$ cat src/rtl/pca_register_sequencer_pkg.sv
// pca_register_sequencer_pkg
//   Shared constants for the PCA register sequencer: register map ids,
//   the FSM state encoding and the power-on default value of every
//   register address.
package pca_register_sequencer_pkg;

    // Register map ids
    localparam logic [7:0] MODE1         = 8'h00;
    localparam logic [7:0] MODE2         = 8'h01;
    localparam logic [7:0] SUBADR1       = 8'h02;
    localparam logic [7:0] SUBADR2       = 8'h03;
    localparam logic [7:0] SUBADR3       = 8'h04;
    localparam logic [7:0] ALLCALLADR    = 8'h05;
    localparam logic [7:0] LED0_ON_L     = 8'h06;
    localparam logic [7:0] LED15_OFF_H   = 8'h45;
    localparam logic [7:0] ALL_LED_ON_L  = 8'hFA;
    localparam logic [7:0] ALL_LED_ON_H  = 8'hFB;
    localparam logic [7:0] ALL_LED_OFF_L = 8'hFC;
    localparam logic [7:0] ALL_LED_OFF_H = 8'hFD;
    localparam logic [7:0] PRE_SCALE     = 8'hFE;

    // Sequencer states
    typedef enum logic [1:0] {
        ST_INIT   = 2'd0,
        ST_IDLE   = 2'd1,
        ST_WRITE  = 2'd2,
        ST_FANOUT = 2'd3
    } seq_state_e;

    // Power-on value of a register address. Each LED owns four registers
    // starting at LED0_ON_L; the OFF_H register of each LED (offset 3,
    // i.e. address bits [1:0] == 2'b01) powers up with the full-off bit set.
    function automatic logic [7:0] reg_default(input logic [7:0] addr);
        logic [7:0] val;
        case (addr)
            MODE1:         val = 8'h11;
            MODE2:         val = 8'h04;
            SUBADR1:       val = 8'hE2;
            SUBADR2:       val = 8'hE4;
            SUBADR3:       val = 8'hE8;
            ALLCALLADR:    val = 8'hE0;
            ALL_LED_OFF_H: val = 8'h10;
            PRE_SCALE:     val = 8'h1E;
            default: begin
                if ((addr > LED0_ON_L) && (addr <= LED15_OFF_H) && (addr[1:0] == 2'b01)) begin
                    val = 8'h10;
                end else begin
                    val = 8'h00;
                end
            end
        endcase
        return val;
    endfunction

endpackage

$ cat src/rtl/pca_register_sequencer_write_fifo.sv
// pca_write_fifo
//   Synchronous first-word-fall-through FIFO holding {id, value} write
//   requests. A push into a full FIFO is accepted only when a pop happens
//   in the same cycle. flush empties the FIFO synchronously.
// Ports
//   clk, rst_n      clock, asynchronous active-low reset
//   flush           synchronous clear of all entries
//   push, wdata     write side
//   pop, rdata      read side (rdata shows the head entry)
//   full, empty     occupancy flags
module pca_write_fifo #(
    parameter int unsigned DEPTH = 4,
    parameter int unsigned WIDTH = 16
) (
    input  logic             clk,
    input  logic             rst_n,
    input  logic             flush,
    input  logic             push,
    input  logic             pop,
    input  logic [WIDTH-1:0] wdata,
    output logic [WIDTH-1:0] rdata,
    output logic             full,
    output logic             empty
);
    localparam int unsigned AW = $clog2(DEPTH);
    localparam int unsigned CW = AW + 1;
    localparam logic [CW-1:0] FULL_CNT = CW'(DEPTH);
    localparam logic [CW-1:0] CNT_ONE  = CW'(1);
    localparam logic [AW-1:0] PTR_ONE  = AW'(1);

    logic [WIDTH-1:0] mem_r [DEPTH];
    logic [AW-1:0]    wr_ptr_r;
    logic [AW-1:0]    rd_ptr_r;
    logic [CW-1:0]    count_r;
    logic             do_push_s;
    logic             do_pop_s;

    assign full      = (count_r == FULL_CNT);
    assign empty     = (count_r == {CW{1'b0}});
    assign rdata     = mem_r[rd_ptr_r];
    assign do_pop_s  = pop & ~empty;
    assign do_push_s = push & (~full | do_pop_s);

    // Storage, pointers and occupancy count
    always_ff @(posedge clk or negedge rst_n) begin
        if (!rst_n) begin
            for (int i = 0; i < DEPTH; i++) begin
                mem_r[i] <= {WIDTH{1'b0}};
            end
            wr_ptr_r <= {AW{1'b0}};
            rd_ptr_r <= {AW{1'b0}};
            count_r  <= {CW{1'b0}};
        end else if (flush) begin
            wr_ptr_r <= {AW{1'b0}};
            rd_ptr_r <= {AW{1'b0}};
            count_r  <= {CW{1'b0}};
        end else begin
            if (do_push_s) begin
                mem_r[wr_ptr_r] <= wdata;
                wr_ptr_r        <= wr_ptr_r + PTR_ONE;
            end
            if (do_pop_s) begin
                rd_ptr_r <= rd_ptr_r + PTR_ONE;
            end
            case ({do_push_s, do_pop_s})
                2'b10:   count_r <= count_r + CNT_ONE;
                2'b01:   count_r <= count_r - CNT_ONE;
                default: count_r <= count_r;
            endcase
        end
    end

endmodule

$ cat src/rtl/pca_register_sequencer.sv
// pca_register_sequencer
//   Sole owner of the write port of the 256x8 PCA register store. Loads
//   power-on defaults after reset or soft reset, buffers write requests
//   from the I2C target and (optionally) fans ALL_LED_* writes out to the
//   LEDn registers.
// Configuration macro
//   PCA_ALL_LED_FANOUT_EN  defined: ALL_LED_* writes are followed by one
//                          write per LED channel; undefined: they are
//                          plain single writes and no fan-out logic exists.
// Ports
//   clk_i, rst_ni          clock, asynchronous active-low reset
//   soft_rst_ni            synchronous low pulse: flush and restart INIT
//   wr_id_i, wr_value_i    request id / value, sampled on wr_en_i rise
//   wr_en_i                request level, a request is its rising edge
//   reg_addr_o/data_o/we_o register store write port (registered)
//   init_busy_o            high while defaults are being loaded
//   overflow_o             sticky, a request was dropped
module pca_register_sequencer
    import pca_register_sequencer_pkg::*;
#(
    parameter int unsigned FIFO_DEPTH = 4,
    parameter int unsigned NUM_LEDS   = 16
) (
    input  logic       clk_i,
    input  logic       rst_ni,
    input  logic       soft_rst_ni,
    input  logic [7:0] wr_id_i,
    input  logic [7:0] wr_value_i,
    input  logic       wr_en_i,
    output logic [7:0] reg_addr_o,
    output logic [7:0] reg_data_o,
    output logic       reg_we_o,
    output logic       init_busy_o,
    output logic       overflow_o
);
    // Elaboration-time parameter sanity
    if ((FIFO_DEPTH < 2) || ((FIFO_DEPTH & (FIFO_DEPTH - 1)) != 0)) begin : g_bad_depth
        $error("FIFO_DEPTH must be a power of two >= 2");
    end
    if ((NUM_LEDS < 2) || (NUM_LEDS > 16)) begin : g_bad_leds
        $error("NUM_LEDS must be in 2..16");
    end

    seq_state_e  state_r;
    seq_state_e  state_nx_s;
    logic [7:0]  init_idx_r;
    logic [7:0]  init_idx_nx_s;
    logic        wr_en_q_r;
    logic        edge_s;
    logic        push_s;
    logic        drop_s;
    logic        pop_s;
    logic [15:0] head_s;
    logic        fifo_full_s;
    logic        fifo_empty_s;
    logic        we_s;
    logic [7:0]  addr_s;
    logic [7:0]  data_s;
    logic        reg_we_r;
    logic [7:0]  reg_addr_r;
    logic [7:0]  reg_data_r;
    logic        busy_r;
    logic        overflow_r;

`ifdef PCA_ALL_LED_FANOUT_EN
    localparam int unsigned FIW = $clog2(NUM_LEDS);
    localparam logic [FIW-1:0] FAN_LAST = FIW'(NUM_LEDS - 1);
    localparam logic [FIW-1:0] FAN_ONE  = FIW'(1);

    logic [FIW-1:0] fan_idx_r;
    logic [FIW-1:0] fan_idx_nx_s;
    logic [1:0]     fan_off_r;
    logic [1:0]     fan_off_nx_s;
    logic [7:0]     fan_val_r;
    logic [7:0]     fan_val_nx_s;
    logic           is_all_led_s;

    assign is_all_led_s = (head_s[15:8] >= ALL_LED_ON_L) && (head_s[15:8] <= ALL_LED_OFF_H);
`endif

    // A request is the rising edge of wr_en_i; it is only queued outside
    // INIT, and a full FIFO still accepts it when the head leaves this cycle.
    assign edge_s = wr_en_i & ~wr_en_q_r;
    assign push_s = edge_s & soft_rst_ni & (state_r != ST_INIT) & (~fifo_full_s | pop_s);
    assign drop_s = edge_s & soft_rst_ni & ~push_s;

    pca_write_fifo #(
        .DEPTH (FIFO_DEPTH),
        .WIDTH (16)
    ) u_fifo (
        .clk   (clk_i),
        .rst_n (rst_ni),
        .flush (~soft_rst_ni),
        .push  (push_s),
        .pop   (pop_s),
        .wdata ({wr_id_i, wr_value_i}),
        .rdata (head_s),
        .full  (fifo_full_s),
        .empty (fifo_empty_s)
    );

    // Next state and the write to present on the store port next cycle
    always_comb begin
        state_nx_s    = state_r;
        init_idx_nx_s = init_idx_r;
        pop_s         = 1'b0;
        we_s          = 1'b0;
        addr_s        = 8'h00;
        data_s        = 8'h00;
`ifdef PCA_ALL_LED_FANOUT_EN
        fan_idx_nx_s  = fan_idx_r;
        fan_off_nx_s  = fan_off_r;
        fan_val_nx_s  = fan_val_r;
`endif
        if (!soft_rst_ni) begin
            // Abort whatever is running; the already-registered write completes.
            state_nx_s    = ST_INIT;
            init_idx_nx_s = 8'h00;
        end else begin
            case (state_r)
                ST_INIT: begin
                    we_s   = 1'b1;
                    addr_s = init_idx_r;
                    data_s = reg_default(init_idx_r);
                    if (init_idx_r == 8'hFF) begin
                        state_nx_s    = ST_IDLE;
                        init_idx_nx_s = 8'h00;
                    end else begin
                        init_idx_nx_s = init_idx_r + 8'd1;
                    end
                end
                ST_IDLE: begin
                    if (!fifo_empty_s) begin
                        pop_s  = 1'b1;
                        we_s   = 1'b1;
                        addr_s = head_s[15:8];
                        data_s = head_s[7:0];
`ifdef PCA_ALL_LED_FANOUT_EN
                        if (is_all_led_s) begin
                            state_nx_s   = ST_FANOUT;
                            fan_idx_nx_s = {FIW{1'b0}};
                            // Register offset within each LED block (ON_L..OFF_H)
                            fan_off_nx_s = head_s[9:8] - ALL_LED_ON_L[1:0];
                            fan_val_nx_s = head_s[7:0];
                        end else begin
                            state_nx_s = ST_WRITE;
                        end
`else
                        state_nx_s = ST_WRITE;
`endif
                    end else begin
                        state_nx_s = ST_IDLE;
                    end
                end
                ST_WRITE: begin
                    state_nx_s = ST_IDLE;
                end
`ifdef PCA_ALL_LED_FANOUT_EN
                ST_FANOUT: begin
                    we_s   = 1'b1;
                    addr_s = LED0_ON_L + 8'({fan_idx_r, 2'b00}) + 8'(fan_off_r);
                    data_s = fan_val_r;
                    if (fan_idx_r == FAN_LAST) begin
                        state_nx_s = ST_IDLE;
                    end else begin
                        fan_idx_nx_s = fan_idx_r + FAN_ONE;
                    end
                end
`endif
                default: begin
                    state_nx_s    = ST_INIT;
                    init_idx_nx_s = 8'h00;
                end
            endcase
        end
    end

    // FSM state, counters and request edge detector
    always_ff @(posedge clk_i or negedge rst_ni) begin
        if (!rst_ni) begin
            state_r    <= ST_INIT;
            init_idx_r <= 8'h00;
            wr_en_q_r  <= 1'b0;
        end else begin
            state_r    <= state_nx_s;
            init_idx_r <= init_idx_nx_s;
            wr_en_q_r  <= wr_en_i;
        end
    end

`ifdef PCA_ALL_LED_FANOUT_EN
    // Fan-out channel index and captured ALL_LED request
    always_ff @(posedge clk_i or negedge rst_ni) begin
        if (!rst_ni) begin
            fan_idx_r <= {FIW{1'b0}};
            fan_off_r <= 2'b00;
            fan_val_r <= 8'h00;
        end else begin
            fan_idx_r <= fan_idx_nx_s;
            fan_off_r <= fan_off_nx_s;
            fan_val_r <= fan_val_nx_s;
        end
    end
`endif

    // Registered store write port and status flags
    always_ff @(posedge clk_i or negedge rst_ni) begin
        if (!rst_ni) begin
            reg_we_r   <= 1'b0;
            reg_addr_r <= 8'h00;
            reg_data_r <= 8'h00;
            busy_r     <= 1'b1;
            overflow_r <= 1'b0;
        end else begin
            reg_we_r   <= we_s;
            reg_addr_r <= addr_s;
            reg_data_r <= data_s;
            // Stays high through the cycle that shows the last default write
            busy_r     <= (state_nx_s == ST_INIT) | (state_r == ST_INIT);
            overflow_r <= overflow_r | drop_s;
        end
    end

    assign reg_we_o    = reg_we_r;
    assign reg_addr_o  = reg_addr_r;
    assign reg_data_o  = reg_data_r;
    assign init_busy_o = busy_r;
    assign overflow_o  = overflow_r;

endmodule

$ cat config.mk
export PLATFORM = sky130hd
export DESIGN_NAME = pca_register_sequencer
export DESIGN_NICKNAME = d
export VERILOG_FILES = /design/src/rtl/pca_register_sequencer_pkg.sv /design/src/rtl/pca_register_sequencer_write_fifo.sv /design/src/rtl/pca_register_sequencer.sv
export SDC_FILE = /design/constraint.sdc
export NUM_CORES = 1
export LEC_CHECK = 0
export CORE_MARGIN = 4
export CORE_UTILIZATION = 43
export CTS_CLUSTER_SIZE = 10
export DETAILED_ROUTE_END_ITERATION = 12
export PLACE_DENSITY = 0.72
export RECOVER_POWER = 50
export SLEW_MARGIN = 20
export SYNTH_ARGS = -nofsm -noshare
export SYNTH_HDL_FRONTEND = slang
export SYNTH_SLANG_ARGS = --single-unit
$ cat constraint.sdc
create_clock -name clk_i -period 2.7 [get_ports clk_i]
set_input_delay 0.27 -clock clk_i [delete_from_list [all_inputs] [get_ports clk_i]]
set_output_delay 0.27 -clock clk_i [all_outputs]
set_load 0.005 [all_outputs]
==> results.sh, run 1 <==
export IMPL_run_status="finished, final reports clean"
export IMPL_synth_distinct_cells=51
export IMPL_netlist_top_cell_by_area="dfrtp_1"
export IMPL_dpl_hpwl_um=6536
export IMPL_ir_worst_vdd_uv=363.8
export IMPL_avgViaCountPerCell=5.591
export IMPL_floorplan_core_area_mm2=0.01089
export IMPL_worst_hold_slack_ns=0.4872
export IMPL_critical_path_required_ns=2.95
export IMPL_setup_viol=0
export IMPL_syn_inst=373
export IMPL_drt_total_wl_um=9602
export IMPL_groute_usage_overall=0.1622
export IMPL_ys_top_cells_by_area="dfrtp_1 52%, mux2_2 14%, mux4_2 7.5%"
export IMPL_clkLatencyLatePin_ns=0.37
export IMPL_ys_async_sr_fraction=1.000
export IMPL_post_synthesis_area_per_instance_um2=12.92
export IMPL_gp_routability_congestion=0.8038
export IMPL_netSwitchingFraction=0.2799
export IMPL_timing_critical_path_to_type="flip-flop"
export IMPL_min_period_ns=2.250
export IMPL_report_final_hold_viol_count=0
export IMPL_initial_core_util=0.4427
export IMPL_dr_total_vias=3114
export IMPL_commonest_cells_in_the_netlist="100 x dfrtp_1, 60 x mux2_2, 23 x nor2_1"
export IMPL_detailedRoute_firstPassIterationCount=4
export IMPL_dpl_worst_slack_ns=0.3841
export IMPL_synth_most_common_cell="dfrtp_1"
export IMPL_final_design_area_no_fill_mm2=0.005532
export IMPL_row_count=38
export IMPL_comb_power_share=0.192
export IMPL_synth_ff_latch_count=101
export IMPL_clock_power_share=0.277
export IMPL_pin_count_of_the_biggest_net_entering_global_routing=86
export IMPL_cts_root_buf="clkbuf_8"
export IMPL_critPathKind="reg -> reg"
export IMPL_synth_top_cell_area_share=0.5192
export IMPL_yosys_warnings=0
export IMPL_clk_path_buf_depth=2
export IMPL_total_switching_power_uw=933.1
export IMPL_static_leakage_power_uw=0.002535
export IMPL_yosys_most_used_dff="dfrtp_1"
export IMPL_die_boundary_height_um=113.9
export IMPL_final_layout_size_suffix_gt1_frac=0.2734
export IMPL_cts_sinks=101
export IMPL_final_net_count=445
export IMPL_cts_clk_slew_worst_paths_ns=0.11
export IMPL_drt_initial_drc_count=144
export IMPL_post_cts_setup_buffer_count=0
export IMPL_slew_headroom=0.4939
export IMPL_grt_first_pass_wirelength_um=16730
export IMPL_share_seq_of_total_power=0.531
export IMPL_drv_max_cap_violation_count=0
export IMPL_setup_worst_path_start_class="flip-flop"
export IMPL_first_global_vias=3392
export IMPL_final_critical_path_setup_slack_ns=0.4499
export IMPL_chipWidth_um=113.9
export IMPL_drtAntennaViolNets=0
export IMPL_synthesis_area_mm2=0.004820
export IMPL_avgRoutedWirePerCell_um=17.24
export IMPL_critPathArrivalTime_ns=2.50
export IMPL_tritoncts="yes"
export IMPL_worstHoldPathType="in -> async"
export IMPL_io_pin_count=39
export IMPL_sum_neg_setup_slack_ns=0
export IMPL_internal_power_uw=2400
export IMPL_worst_slew_pin_slew_ns=0.7591
export IMPL_slew_viol_final=0
export IMPL_n_antenna_cell=0
export IMPL_synth_nets=406
export IMPL_max_clock_freq_mhz=444.4
export IMPL_fp_dieArea_mm2=0.01297
export IMPL_flow_area_growth_from_synthesis_pct=14.77
export IMPL_cts_buffers=9
export IMPL_rsz0062_at_grt="false"
export IMPL_cts_h_tree_lvls=3
export IMPL_period_share=0.8334
export IMPL_grt_antenna_before_repair=0
export IMPL_synth_enable_flop_cells=0
export IMPL_finClkSkew_ns=0.01544
export IMPL_dpl_cell_area_mm2=0.005336
export IMPL_path_max_fanout=16
export IMPL_drc_errors=0
export IMPL_cellPowerDensity_mw_per_mm2=602.6
export IMPL_synth_sequential_area_ratio=0.5247
export IMPL_io_buffers=38
export IMPL_global_route_overflow_total=0
==> final cells by class <==
type,count,area (um2)
flip-flops and latches,101,2529
clock inverters,6,51.30
multi-input cells,234,2116
inverters,17,63.81
fillers,940,5356
repair buffers,49,459.2
well taps,140,175.2
clock buffers,10,137.6
==> cells by family (layout without fill, tap and decap cells) <==
| group | after synthesis | in the layout | share of synthesized area |
|---|---|---|---|
| buffers and inverters | 38 | 82 | 0.03634 |
| XOR/XNOR | 4 | 4 | 0.007270 |
| AND/OR/NAND/NOR | 79 | 79 | 0.08671 |
| adder cells (fa/ha/maj) | 13 | 13 | 0.03531 |
| flip-flops | 101 | 101 | 0.5247 |
| multiplexers | 82 | 82 | 0.2308 |
| AO/OA/AOI/OAI | 56 | 56 | 0.07892 |
==> power by group through the flow <==
stage / Sequential (uW) / Combinational (uW) / Clock, uW
after detailed placement: 1800 / 646 / 0
after CTS: 1770 / 649 / 952
final: 1770 / 639 / 924
after global placement: 1790 / 625 / 0
after floorplan: 1770 / 409 / 0
after global routing: 1790 / 706 / 1020
==> per-stage QoR <==
stage               utilization  instances  total power [uW]
floorplan                     -        373              2178
global placement         0.4901        540              2415
detailed placement       0.4901        540              2448
CTS                      0.5075        556              3372
global route             0.5080        557              3518
finish                   0.5080        557              3334
==> timing repair <==
| action | CTS | global route |
|---|---|---|
| gates resized for setup | 0 | 0 |
| hold buffers | 0 | 1 |
| endpoints found under the hold margin | 0 | 23 |
==> state kept, by name, indices dropped and copies added (netlist names) <==
register	count
reg_addr_o	8
u_fifo.mem_r	64
state_r	2
reg_data_o	8
reg_we_o	1
init_idx_r	8
u_fifo.rd_ptr_r	2
wr_en_q_r	1
init_busy_o	1
u_fifo.count_r	3
overflow_o	1
u_fifo.wr_ptr_r	2
==> critical path, cell delays in order, from the launching register on <==
cell       delay (ns)
dfrtp_1          0.40
inv_1            0.09
ha_1             0.24
nand4bb_1        0.28
a31oi_4          0.37
nand2_2          0.37
mux2_2           0.38
==> layer usage <==
| metal | track usage | vias up | part of all wire |
|---|---|---|---|
| li1 | - | 1431 | - |
| met1 | 0.2152 | 1598 | 0.44 |
| met2 | 0.2670 | 70 | 0.50 |
| met3 | 0.04085 | 15 | 0.038 |
| met4 | 0.04513 | 0 | 0.016 |
| met5 | 0 | - | 0 |
==> final timing paths <==
path,start,endpoint,slack (ns),cells past startpoint
max,state_r[0]$_DFF_PN0_,u_fifo.mem_r[63]$_DFFE_PN0P_,0.45,6
min,rst_ni,u_fifo.mem_r[13]$_DFFE_PN0P_,0.49,2
max reg2reg,state_r[0]$_DFF_PN0_,u_fifo.mem_r[63]$_DFFE_PN0P_,0.45,6
min reg2reg,overflow_o$_DFF_PN0_,overflow_o$_DFF_PN0_,0.49,2
max in group asynchronous,rst_ni,u_fifo.mem_r[48]$_DFFE_PN0P_,1.26,3
min in group clk_i,overflow_o$_DFF_PN0_,overflow_o$_DFF_PN0_,0.49,2
==> cells in the final DEF, fill, tap and decap left out, types with 3 or more instances in the layout <==
master | netlist | final
a21o_1 | 3 | 3
a21oi_1 | 8 | 8
a22oi_1 | 8 | 8
a31oi_1 | 4 | 4
buf_4 | 0 | 8
clkbuf_8 | 0 | 10
clkdlybuf4s50_1 | 0 | 30
dfrtp_1 | 100 | 100
dlygate4sd3_1 | 0 | 8
ha_1 | 12 | 12
inv_1 | 17 | 17
inv_6 | 0 | 3
mux2_2 | 60 | 60
mux2_4 | 3 | 3
mux4_2 | 16 | 16
nand2_1 | 8 | 8
nand2_2 | 4 | 4
nand2b_1 | 3 | 3
nand3_1 | 16 | 16
nand4_1 | 4 | 4
nor2_1 | 23 | 23
nor3_1 | 3 | 3
o211ai_1 | 4 | 4
o21ai_0 | 13 | 13
or3_1 | 3 | 3
No activity file was read; power rests on OpenSTA's default activity.
==> inputs of run 2 (changes only) <==
Settings changed: PLACE_DENSITY 0.72 to 0.74.
Clock period 2.7 ns to 1.8 ns, I/O delays scaled along.
==> run 2 against run 1 <==
Effect of this change:
- the run now ends with negative setup slack left
- final area increased by 9.3%
- highest routed layer unchanged
- first-iteration DRC count increased by 60%
- core utilization increased by 4.7 points
- combinational power increased by 74%
- largest cell class unchanged
- largest power group unchanged
- setup slack got worse by 0.57 ns
- cell count increased by 6.1%
- non-clock buffer count increased by 32
- fmax increased by 17%
- worst hold slack got worse by 0.0038 ns
- clock power increased by 66%
- die area unchanged
==> results.sh, run 2 (synthesized netlist as in run 1, its figures left out) <==
export IMPL_n_antenna_cell=0
export IMPL_grt_antenna_before_repair=0
export IMPL_failed_checks="negative setup slack"
export IMPL_layout_commonest_cell="dfrtp_1"
export IMPL_flow_area_growth_from_synthesis_pct=25.49
export IMPL_layout_cells_most_common_list="100 x dfrtp_1, 60 x mux2_2, 36 x clkdlybuf4s50_1, 33 x buf_4, 22 x nor2_1"
export IMPL_clk_path_buf_depth=2
export IMPL_report_final_hold_viol_count=0
export IMPL_critPathArrivalTime_ns=2.18
export IMPL_die_boundary_height_um=113.9
export IMPL_timing_critical_path_to_type="flip-flop"
export IMPL_first_global_vias=3394
export IMPL_static_leakage_power_uw=0.002757
export IMPL_share_seq_of_total_power=0.499
export IMPL_max_clock_freq_mhz=519.9
export IMPL_number_of_logic_stages_on_the_critical_path_including_buffering=8
export IMPL_groute_usage_overall=0.1654
export IMPL_dpl_worst_slack_ns=-0.2245
export IMPL_largest_reg_flops=64
export IMPL_cts_buffers=9
export IMPL_setup_viol=62
export IMPL_row_count=38
export IMPL_drc_errors=0
export IMPL_drt_total_wl_um=10600
export IMPL_ir_worst_vdd_uv=514.7
export IMPL_r2r_setup_slack_ns=-0.12
export IMPL_setup_worst_path_start_class="flip-flop"
export IMPL_final_critical_path_setup_slack_ns=-0.1234
export IMPL_io_pin_count=39
export IMPL_drt_initial_drc_count=231
export IMPL_cts_clk_slew_worst_paths_ns=0.11
export IMPL_detailedRoute_firstPassIterationCount=4
export IMPL_dr_total_vias=3291
export IMPL_critical_path_top_cell_by_count="buf_12"
export IMPL_fp_dieArea_mm2=0.01297
export IMPL_final_layout_size_suffix_gt1_frac=0.3570
export IMPL_timing_critical_path_cells="inv_2, ha_4, nand4bb_4, a31oi_4, buf_12, nand2_4, buf_12, mux2_2"
export IMPL_path_buf_inv=3
export IMPL_critPathKind="reg -> reg"
export IMPL_initial_core_util=0.4427
export IMPL_cts_sinks=101
export IMPL_clkLatencyLatePin_ns=0.37
export IMPL_pin_count_of_the_biggest_net_entering_global_routing=56
export IMPL_cts_h_tree_lvls=3
export IMPL_finClkSkew_ns=0.01428
export IMPL_slew_viol_final=0
export IMPL_clock_power_share=0.291
export IMPL_grt_first_pass_wirelength_um=16950
export IMPL_critical_path_required_ns=2.06
export IMPL_run_status="complete, but fails checks"
export IMPL_dpl_hpwl_um=6892
export IMPL_reg2reg_depth=8
export IMPL_drv_max_cap_violation_count=0
export IMPL_total_switching_power_uw=1479
export IMPL_cts_root_buf="clkbuf_8"
export IMPL_report_power_total_uw=5280
export IMPL_timing_critical_path_slowest_stage_cell="dfrtp_1"
export IMPL_rsz0062_at_grt="true"
export IMPL_min_period_ns=1.923
export IMPL_avgRoutedWirePerCell_um=17.93
export IMPL_netSwitchingFraction=0.2802
export IMPL_regMostFlops="u_fifo.mem_r"
export IMPL_critPathTopFamily="buffers and inverters"
export IMPL_comb_power_share=0.211
export IMPL_drtAntennaViolNets=0
export IMPL_gp_routability_congestion=0.8119
export IMPL_global_route_overflow_total=0
export IMPL_worstHoldPathType="in -> reg"
export IMPL_floorplan_core_area_mm2=0.01089
export IMPL_avgViaCountPerCell=5.569
export IMPL_io_buffers=38
export IMPL_critical_path_max_stage_delay_ns=0.42
export IMPL_cellPowerDensity_mw_per_mm2=873.0
export IMPL_internal_power_uw=3800
export IMPL_min_delay_path_depth=1
export IMPL_slew_headroom=0.2788
export IMPL_final_net_count=479
export IMPL_tritoncts="yes"
export IMPL_chipWidth_um=113.9
export IMPL_worst_slew_pin_slew_ns=1.082
export IMPL_path_max_fanout=16
export IMPL_period_share=1.069
==> run 2: through the flow <==
step                      std cells  hold slack (ns)  setup TNS [ns]  utilization  instance area [um2]
final                           591           0.4834          -4.596       0.5555                 6048
after global routing            591           0.4815          -8.354       0.5555                 6048
after CTS                       585           0.3286         -0.7362       0.5472                 5958
after detailed placement        562           0.2004          -12.26       0.5167                 5625
after global placement          562           0.1949          -7.805       0.5167                 5625
after floorplan                 373          -0.1156          -4.642            -                 4868
==> run 2: worst paths after layout <==
check / endpoint / startpoint
worst max-delay path: u_fifo.mem_r[8]$_DFFE_PN0P_ / state_r[0]$_DFF_PN0_
worst min-delay path: wr_en_q_r$_DFF_PN0_ / wr_en_i
worst max register to register: u_fifo.mem_r[8]$_DFFE_PN0P_ / state_r[0]$_DFF_PN0_
worst min register to register: overflow_o$_DFF_PN0_ / overflow_o$_DFF_PN0_
max in group asynchronous: u_fifo.mem_r[37]$_DFFE_PN0P_ / rst_ni
min in group asynchronous: u_fifo.mem_r[60]$_DFFE_PN0P_ / rst_ni
==> run 2: power groups by stage <==
stage               clock (uW)  combinational [uW]  sequential, uW
finish                    1530                1110            2630
CTS                       1560                1100            2630
detailed placement           0                1070            2680
floorplan                    0                 624            2660
global placement             0                1040            2660
global route              1660                1230            2660
==> run 2: layout make-up <==
cell class,instances,area [um2]
Inverter,17,63.81
Sequential cell,101,2529
Fill cell,888,4840
Multi-Input combinational cell,236,2275
Clock inverter,7,92.59
Timing Repair Buffer,81,789.5
Tap cell,140,175.2
Clock buffer,9,123.9
==> run 2: routing by layer <==
metal,GRT usage,wire length (um),up-vias,share of wire
li1,-,-,1510,-
met1,0.2267,4560,1684,0.43
met2,0.2666,5427,83,0.51
met3,0.02971,445,14,0.042
met4,0.05859,165,0,0.016
met5,0,0,-,0
==> run 2: timing repair <==
action	CTS	global route
hold buffers	1	0
pin swaps	1	4
setup endpoints to repair	66	68
gates cloned	0	3
setup buffers	6	3
gates resized for setup	7	5
hold endpoints to repair	100	0
==> run 2: worst reg2reg max path: stages, from the launching register on <==
cell and delay (ns):
dfrtp_1 0.42, inv_2 0.07, ha_4 0.18, nand4bb_4 0.25, a31oi_4 0.18, buf_12 0.20
nand2_4 0.07, buf_12 0.15, mux2_2 0.30
==> inputs of run 3 (changes only) <==
Settings changed: ABC_CLOCK_PERIOD_IN_PS from default to 1800, MAX_ROUTING_LAYER from default to met4.
==> run 3 against run 2 <==
Effect of this change:
- the run still ends with negative setup slack left
- critical path depth unchanged
- combinational power about the same
- count of clock-buffer cells in the layout unchanged
- core utilization is the same
- non-clock buffer count unchanged
- sequential power about the same
- clock power is essentially flat
- worst hold slack better by 0.0019 ns
- wire length grew 0.34%
- global-route usage rose by 0.52 points
- cell count did not move
- critical endpoint unchanged
- largest power group unchanged
- highest routed layer unchanged
==> results.sh, run 3 (synthesized netlist as in run 1, its figures left out) <==
export IMPL_path_buf_inv=3
export IMPL_cts_buffers=9
export IMPL_critical_path_max_stage_delay_ns=0.41
export IMPL_path_max_fanout=16
export IMPL_sum_neg_setup_slack_ns=-4.079
export IMPL_report_final_hold_viol_count=0
export IMPL_total_switching_power_uw=1487
export IMPL_final_core_utilization=0.5555
export IMPL_first_global_vias=3394
export IMPL_n_antenna_cell=0
export IMPL_netSwitchingFraction=0.2813
export IMPL_flow_area_growth_from_synthesis_pct=25.49
export IMPL_io_buffers=38
export IMPL_tritoncts="yes"
export IMPL_grt_antenna_before_repair=0
export IMPL_dpl_hpwl_um=6892
export IMPL_row_count=38
export IMPL_timing_critical_path_cells="inv_2, ha_4, nand4bb_4, a31oi_4, buf_12, nand2_4, buf_12, mux2_2"
export IMPL_chipWidth_um=113.9
export IMPL_worst_hold_slack_ns=0.4852
export IMPL_clkLatencyLatePin_ns=0.38
export IMPL_pin_count_of_the_biggest_net_entering_global_routing=56
export IMPL_cellPowerDensity_mw_per_mm2=874.2
export IMPL_rsz0062_at_grt="true"
export IMPL_fp_dieArea_mm2=0.01297
export IMPL_dr_total_vias=3275
export IMPL_cts_clk_slew_worst_paths_ns=0.11
export IMPL_critPathTopFamily="buffers and inverters"
export IMPL_drv_max_cap_violation_count=0
export IMPL_final_fill_count=888
export IMPL_period_share=1.064
export IMPL_static_leakage_power_uw=0.002757
export IMPL_ir_worst_vdd_uv=514.7
export IMPL_groute_usage_overall=0.1706
export IMPL_avgViaCountPerCell=5.541
export IMPL_final_critical_path_setup_slack_ns=-0.1160
export IMPL_report_power_total_uw=5288
export IMPL_clock_power_share=0.291
export IMPL_critical_path_required_ns=2.06
export IMPL_min_period_ns=1.916
export IMPL_worstHoldPathType="in -> reg"
export IMPL_floorplan_core_area_mm2=0.01089
export IMPL_timing_critical_path_to_type="flip-flop"
export IMPL_cts_root_buf="clkbuf_8"
export IMPL_cts_sinks=101
export IMPL_setup_viol=49
export IMPL_share_seq_of_total_power=0.498
export IMPL_slew_headroom=0.2803
export IMPL_max_clock_freq_mhz=521.9
export IMPL_critPathArrivalTime_ns=2.18
export IMPL_avgRoutedWirePerCell_um=17.99
export IMPL_cts_h_tree_lvls=3
export IMPL_critPathKind="reg -> reg"
export IMPL_layout_commonest_cell="dfrtp_1"
export IMPL_global_route_overflow_total=0
export IMPL_min_delay_path_depth=1
export IMPL_min_delay_start="wr_en_i"
export IMPL_final_net_count=479
export IMPL_gp_routability_congestion=0.8239
export IMPL_internal_power_uw=3800
export IMPL_detailedRoute_firstPassIterationCount=4
export IMPL_reg2reg_depth=8
export IMPL_critical_path_top_cell_by_count="buf_12"
export IMPL_comb_power_share=0.211
export IMPL_crit_path_start="state_r[0]$_DFF_PN0_"
export IMPL_regMostFlops="u_fifo.mem_r"
export IMPL_largest_reg_flops=64
export IMPL_layout_cells_most_common_list="100 x dfrtp_1, 60 x mux2_2, 36 x clkdlybuf4s50_1, 33 x buf_4, 22 x nor2_1"
export IMPL_initial_core_util=0.4427
export IMPL_drt_total_wl_um=10640
export IMPL_number_of_logic_stages_on_the_critical_path_including_buffering=8
export IMPL_setup_worst_path_start_class="flip-flop"
export IMPL_io_pin_count=39
export IMPL_final_layout_size_suffix_gt1_frac=0.3570
export IMPL_die_boundary_height_um=113.9
export IMPL_slew_viol_final=0
export IMPL_failed_checks="negative setup slack"
export IMPL_drc_errors=0
export IMPL_finClkSkew_ns=0.01389
export IMPL_drt_initial_drc_count=184
export IMPL_worst_slew_pin_slew_ns=1.079
export IMPL_timing_critical_path_slowest_stage_cell="dfrtp_1"
export IMPL_grt_first_pass_wirelength_um=16980
export IMPL_worst_r2r_startpoint="state_r[0]$_DFF_PN0_"
export IMPL_clk_path_buf_depth=2
export IMPL_drtAntennaViolNets=0
export IMPL_run_status="complete, but fails checks"
run 3: path summary, 6_finish.rpt:
kind / endpoint / slack [ns]
setup / recovery: u_fifo.mem_r[8]$_DFFE_PN0P_ / -0.12
hold / removal: wr_en_q_r$_DFF_PN0_ / 0.49
setup reg to reg: u_fifo.mem_r[8]$_DFFE_PN0P_ / -0.12
hold reg to reg: overflow_o$_DFF_PN0_ / 0.49
max in group asynchronous: u_fifo.mem_r[37]$_DFFE_PN0P_ / 0.47
min in group asynchronous: u_fifo.mem_r[60]$_DFFE_PN0P_ / 0.56
run 3: repair_timing:
item	in CTS	in global routing
pin swaps	1	4
setup buffers	6	3
gates resized for setup	7	5
gates cloned	0	3
endpoints found under the hold margin	100	0
hold buffers	1	0
setup endpoints to repair	66	68
run 3: power groups by stage:
stage / registers, uW / logic [uW] / clock network (uW)
finish: 2630 / 1110 / 1540
global route: 2660 / 1230 / 1660
CTS: 2630 / 1100 / 1560
detailed placement: 2680 / 1070 / 0
global placement: 2660 / 1040 / 0
floorplan: 2660 / 624 / 0
run 3: stage by stage:
stage               worst slack (ns)  std cells  cell area, um2
floorplan                    -0.1434        373            4868
global placement             -0.1498        562            5625
detailed placement           -0.2245        562            5625
CTS                         -0.05876        585            5958
global route                 -0.2626        591            6048
finish                       -0.1160        591            6048
run 3: worst register-to-register path, stage by stage, from the launching register on:
cell	delay, ns
dfrtp_1	0.41
inv_2	0.07
ha_4	0.18
nand4bb_4	0.25
a31oi_4	0.19
buf_12	0.20
nand2_4	0.07
buf_12	0.15
mux2_2	0.30
run 3: routing by layer:
layer	global-route usage	wire length (um)
met2	0.2654	5449
met4	0.05859	160
met5	-	0
met1	0.2299	4615
met3	0.02759	410
run 3: layout make-up:
class / count / area (um2) / area share
well taps: 140 / 175.2 / 0.02896
repair buffers: 81 / 789.5 / 0.1305
clock buffers: 9 / 123.9 / 0.02048
flip-flops and latches: 101 / 2529 / 0.4181
inverters: 17 / 63.81 / 0.01055
multi-input cells: 236 / 2275 / 0.3761
clock inverters: 7 / 92.59 / 0.01531
